### config.mk
export PLATFORM = sky130hd
export DESIGN_NAME = t64_seq
export DESIGN_NICKNAME = d
export VERILOG_FILES = /design/src/rtl/t64_pkg.sv /design/src/rtl/t64_seq.sv
export SDC_FILE = /design/constraint.sdc
export NUM_CORES = 1
export LEC_CHECK = 0
export BUFFER_PORTS_ARGS = -buffer_cell sky130_fd_sc_hd__buf_2
export CORE_AREA = 4 4 41 43
export CTS_CLUSTER_SIZE = 20
export DETAILED_ROUTE_END_ITERATION = 10
export DIE_AREA = 0 0 45 47
export GPL_ROUTABILITY_DRIVEN = 0
export HOLD_SLACK_MARGIN = 0.15
export MAX_ROUTING_LAYER = met4
export PLACE_DENSITY_LB_ADDON = 0.15
export SLEW_MARGIN = 20
export SYNTH_ARGS = -nofsm -noshare
export SYNTH_HDL_FRONTEND = slang
export SYNTH_SLANG_ARGS = --single-unit
### constraint.sdc
create_clock -name c -period 2.2 [get_ports c]
set_clock_uncertainty 0.2 [all_clocks]
set_input_delay 0.33 -clock c [delete_from_list [all_inputs] [get_ports c]]
set_output_delay 0.33 -clock c [all_outputs]
set_load 0.005 [all_outputs]
### src/rtl/t64_pkg.sv
`default_nettype none
// ============================================================================
// Module  : t64_pkg
// Purpose : Shared definitions for the t64 bit-serial counter sequencer:
//           the sequencer state encoding and the default bit-address width.
// Ports   : none (package)
// Revision: 1.0 - initial release
// ============================================================================
package t64_pkg;

    // Default bit-address width of the attached memory (depth = 2**6 = 64 bits).
    localparam int c_ADDR_W_DEFAULT = 6;

    // Sequencer states; the explicit 2-bit encoding is fixed here so that all
    // users of the package agree on it.
    typedef enum logic [1:0] {
        ST_IDLE = 2'd0,
        ST_INC  = 2'd1,
        ST_DEC  = 2'd2,
        ST_CLR  = 2'd3
    } t64_state_e;

endpackage : t64_pkg
`default_nettype wire

### src/rtl/t64_seq.sv
`default_nettype none
// ============================================================================
// Module  : t64_seq
// Purpose : Bit-serial sequencer that increments, decrements or clears a
//           2**ADDR_W-bit binary value held in an external single-bit-wide
//           memory (the t64 memory, instantiated as a sibling).
//           INC/DEC walk from the LSB upward and stop as soon as the carry /
//           borrow is absorbed; CLR walks every bit.
// Ports   :
//   c     in   clock, all state updates on the rising edge
//   r     in   synchronous active-high reset of this sequencer only
//   inc   in   request: value + 1
//   dec   in   request: value - 1
//   clr   in   request: write 0 to every memory bit
//   busy  out  high while an operation is in progress
//   done  out  registered one-cycle pulse after the final write edge
//   ovf   out  registered pulse with done on carry-out / borrow-past-MSB
//   m_s   out  [ADDR_W] bit select to the memory (bit 0 = LSB)
//   m_ce  out  memory write enable
//   m_r   out  memory per-bit clear (writes 0 at m_s)
//   m_d   out  memory write data
//   m_q   in   memory read data, combinational from m_s
// Revision: 1.0 - initial release
// ============================================================================
module t64_seq
    import t64_pkg::*;
#(
    parameter int ADDR_W = c_ADDR_W_DEFAULT
) (
    input  logic              c,
    input  logic              r,
    input  logic              inc,
    input  logic              dec,
    input  logic              clr,
    output logic              busy,
    output logic              done,
    output logic              ovf,
    output logic [ADDR_W-1:0] m_s,
    output logic              m_ce,
    output logic              m_r,
    output logic              m_d,
    input  logic              m_q
);

    localparam logic [ADDR_W-1:0] c_IDX_MAX  = '1;
    localparam logic [ADDR_W-1:0] c_IDX_ZERO = '0;
    localparam logic [ADDR_W-1:0] c_IDX_ONE  = {{(ADDR_W-1){1'b0}}, 1'b1};

    t64_state_e        r_state;
    t64_state_e        w_state_nxt;
    logic [ADDR_W-1:0] r_idx;
    logic [ADDR_W-1:0] w_idx_nxt;
    logic              r_done;
    logic              w_done_nxt;
    logic              r_ovf;
    logic              w_ovf_nxt;
    logic              w_ce;
    logic              w_clr;
    logic              w_d;
    logic              w_idx_last;

    assign w_idx_last = (r_idx == c_IDX_MAX);

    // ------------------------------------------------------------------
    // State, index and completion-flag registers
    // ------------------------------------------------------------------
    always_ff @(posedge c) begin
        if (r) begin
            r_state <= ST_IDLE;
            r_idx   <= c_IDX_ZERO;
            r_done  <= 1'b0;
            r_ovf   <= 1'b0;
        end else begin
            r_state <= w_state_nxt;
            r_idx   <= w_idx_nxt;
            r_done  <= w_done_nxt;
            r_ovf   <= w_ovf_nxt;
        end
    end

    // ------------------------------------------------------------------
    // Next-state and memory-control decode
    // ------------------------------------------------------------------
    always_comb begin
        w_state_nxt = r_state;
        w_idx_nxt   = r_idx;
        w_done_nxt  = 1'b0;
        w_ovf_nxt   = 1'b0;
        w_ce        = 1'b0;
        w_clr       = 1'b0;
        w_d         = 1'b0;

        unique case (r_state)
            ST_IDLE: begin
                // Requests are only looked at here, so anything raised while
                // busy is simply dropped. clr wins over inc, inc over dec.
                w_idx_nxt = c_IDX_ZERO;
                if (clr) begin
                    w_state_nxt = ST_CLR;
                end else if (inc) begin
                    w_state_nxt = ST_INC;
                end else if (dec) begin
                    w_state_nxt = ST_DEC;
                end
            end

            ST_INC: begin
                // Adding one flips the selected bit; a 0 bit absorbs the carry.
                w_ce = 1'b1;
                w_d  = ~m_q;
                if (!m_q) begin
                    w_state_nxt = ST_IDLE;
                    w_done_nxt  = 1'b1;
                end else if (w_idx_last) begin
                    w_state_nxt = ST_IDLE;
                    w_done_nxt  = 1'b1;
                    w_ovf_nxt   = 1'b1;
                end else begin
                    w_idx_nxt = r_idx + c_IDX_ONE;
                end
            end

            ST_DEC: begin
                // Subtracting one flips the selected bit; a 1 bit absorbs the borrow.
                w_ce = 1'b1;
                w_d  = ~m_q;
                if (m_q) begin
                    w_state_nxt = ST_IDLE;
                    w_done_nxt  = 1'b1;
                end else if (w_idx_last) begin
                    w_state_nxt = ST_IDLE;
                    w_done_nxt  = 1'b1;
                    w_ovf_nxt   = 1'b1;
                end else begin
                    w_idx_nxt = r_idx + c_IDX_ONE;
                end
            end

            ST_CLR: begin
                w_clr = 1'b1;
                if (w_idx_last) begin
                    w_state_nxt = ST_IDLE;
                    w_done_nxt  = 1'b1;
                end else begin
                    w_idx_nxt = r_idx + c_IDX_ONE;
                end
            end

            default: begin
                w_state_nxt = ST_IDLE;
            end
        endcase
    end

    // Writes are suppressed on any edge where reset is high, so an aborted
    // operation never disturbs the bit it was pointing at.
    assign m_ce = w_ce  & ~r;
    assign m_r  = w_clr & ~r;
    assign m_d  = w_d;
    assign m_s  = r_idx;
    assign busy = (r_state != ST_IDLE);
    assign done = r_done;
    assign ovf  = r_ovf;

endmodule : t64_seq
`default_nettype wire
==> metrics.yaml <==
worst_skew_pair.late_latency_ns: 0.26
syn_area_per_cell_sq_um: 8.98
die_h_microns: 47
yosysSeqAreaShare: 0.333
hp-start: "r"
fp.dieW_microns: 45
synth-main-ff-cell: "dfxtp_1"
irDropWorstVdd_v: 0.000297
syn_area_sq_um: 602
cp_data_arrival_time_ns: 1.42
status: "finished clean"
whs_path_depth: 2
synth_area_leaders: "dfxtp_1 (33%), ha_1 (12%), nand3_1 (5.8%)"
post-route-min-period_ns: 1.95
row_count: 13
finalSetupViolations: 0
drc: 0
rrSetupSlack_ns: 0.28
crit_chain: "inv_1, ha_1, and2b_2, buf_2"
tightestPinTransition_ns: 0.329
syn_to_final_growth_pct: 21.6
clk_pin_slew_ns: 0.06
placed_cell_area_sq_um: 709
antenna_found_initial: 0
post_cts_resized: 0
yosysTopAreaCellShare: 0.333
ys_ff_latch: 10
cts-root-buf: "clkbuf_4"
clock-sinks: 10
synthCells: 67
utilization: 0.563
slew_headroom: 0.776
via_count: 543
tritoncts: "yes"
worst_setup_path_end_kind: "output port"
vias_per_cell: 5.32
portBuffers: 17
ys_types: 27
maxCapViolCount: 0
start_util: 0.462
synth.net_count: 79
synth-edff-count: 0
antenna_cells: 0
max_stage_delay_ns: 0.41
crit_type: "reg -> out"
grt_pass1_vias: 458
routed_wl_microns: 1220
numCtsBuffers: 3
core_sq_um: 1300
cts_hold_buffers: 0
cts_setup_buffers: 0
crit_slowest_cell: "dfxtp_1"
ios: 18
r2r_start: "r_state[0]"
p_per_area_nw_per_um2: 599
htreeDepth: 1
max_freq_mhz: 514
cp_max_fo: 5
grt_max_degree: 11
drt_iter0_drc: 7
design_area_sq_um: 732
hold_ws_ns: 0.161
dp_worst_setup_slack_ns: 0.295
critPathBufInv: 2
die_area_sq_um: 2120
yosys.area.top_type: "dfxtp_1"
tns_ns: 0
hp-class: "in -> reg"
grt_setup_unrepaired: "false"
ys_warn_count: 0
crit_required_ns: 1.67
finalMaxSlewViolations: 0
detail-route-antenna-nets: 0
power.leakage_nw: 0.356
drive_above_1_share: 0.299
min_to: "r_state[0]"
post-route-period-util: 0.885
grt-ovfl-total: 0
synth-async-reset-ratio: 0
grt_pass1_wl_microns: 1850
cp_top_family: "flip-flops"
hold_viol: 0
reg2reg_to: "m_s[5]"
fin_nets: 101
setup_slack_ns: 0.254
reg2reg_depth: 6
cts.path.max_buffers: 2
routedWlPerCell_microns: 11.9
hpwlAfterDp_microns: 928
grt_use_total: 0.130
dr.pass1.iters: 3
start_kind: "flip-flop"
==> through the flow <==
stage / power [W] / instances
after floorplan: 0.000281 / 67
after global placement: 0.000321 / 99
after detailed placement: 0.000321 / 99
after CTS: 0.000442 / 102
after global routing: 0.000464 / 102
final: 0.000439 / 102
==> worst max path at each step <==
stage / start / end / cells past startpoint
floorplan: r_state[0] / m_s[5] / 6
global placement: r_state[0] / m_s[5] / 6
detailed placement: r_state[0] / m_s[5] / 6
CTS: r_state[0] / m_d / 4
global route: r_state[0] / m_s[5] / 6
finish: r_state[0] / m_d / 4
==> cell families after synthesis <==
logic type	synth area share
AND/OR/NAND/NOR	0.235
XOR/XNOR	0.0291
buffers and inverters	0.0312
AO/OA/AOI/OAI	0.193
flip-flops	0.333
multiplexers	0.0541
adder cells (fa/ha/maj)	0.125
==> cell usage in the layout (no fill, tap or decap) <==
cell type,Yosys,routed
nand3_1,7,7
a21o_2,1,1
nand3b_1,2,2
dfxtp_1,10,10
a31o_2,1,1
a2111oi_0,1,1
o211ai_4,1,1
and2b_2,1,1
nand4b_1,1,1
buf_2,0,17
ha_1,6,6
xor2_1,2,2
nor3b_1,1,1
a21oi_1,4,4
a31oi_1,2,2
nor3_1,1,1
a211oi_1,1,1
clkbuf_4,0,3
nor2_1,5,5
o41ai_1,1,1
inv_1,4,4
mux2i_1,1,1
nand2_1,3,3
buf_4,0,1
o21ai_0,4,4
and3_1,2,2
or3_1,1,1
mux2i_4,1,1
nor2b_1,2,2
==> report_power, final <==
part	leakage (nW)	switching, W	internal, W	total (W)
Sequential	0.0813	0.0000112	0.000190	0.000202
Combinational	0.261	0.0000606	0.0000553	0.000116
Clock	0.0138	0.0000581	0.0000630	0.000121
Total	0.356	0.000130	0.000309	0.000439
==> synthesized netlist by cell type, drive strengths merged (2+ instances only) <==
master / count
nor2: 5
inv: 4
nand3b: 2
ha: 6
nand3: 7
and3: 2
dfxtp: 10
nand2: 3
mux2i: 2
nor2b: 2
a31oi: 2
xor2: 2
o21ai: 4
a21oi: 4
==> state kept, by name (all words and copies together), names as in the netlist <==
name	count
done	1
r_state	2
ovf	1
m_s	6
==> final cells by class <==
| type | count | area (sq um) |
|---|---|---|
| multi-input combinational | 52 | 383 |
| fill | 139 | 569 |
| timing repair buffer | 18 | 92.6 |
| clock buffer | 3 | 22.5 |
| inverter | 4 | 15.0 |
| sequential | 10 | 200 |
| tap | 15 | 18.8 |
==> worst reg2reg max path, stage by stage (launching register included) <==
cell	delay [ns]
dfxtp_1	0.41
inv_1	0.11
ha_1	0.26
mux2i_4	0.30
o211ai_4	0.13
or3_1	0.32
a21oi_1	0.13
==> routing by layer <==
layer,global-route usage,vias to the layer above,wire length [microns]
met1,0.146,245,580
met2,0.201,13,539
met3,0.0690,2,87
li1,-,283,-
met5,-,-,0
met4,0.0351,0,8
(Power assumes the default switching activity.)
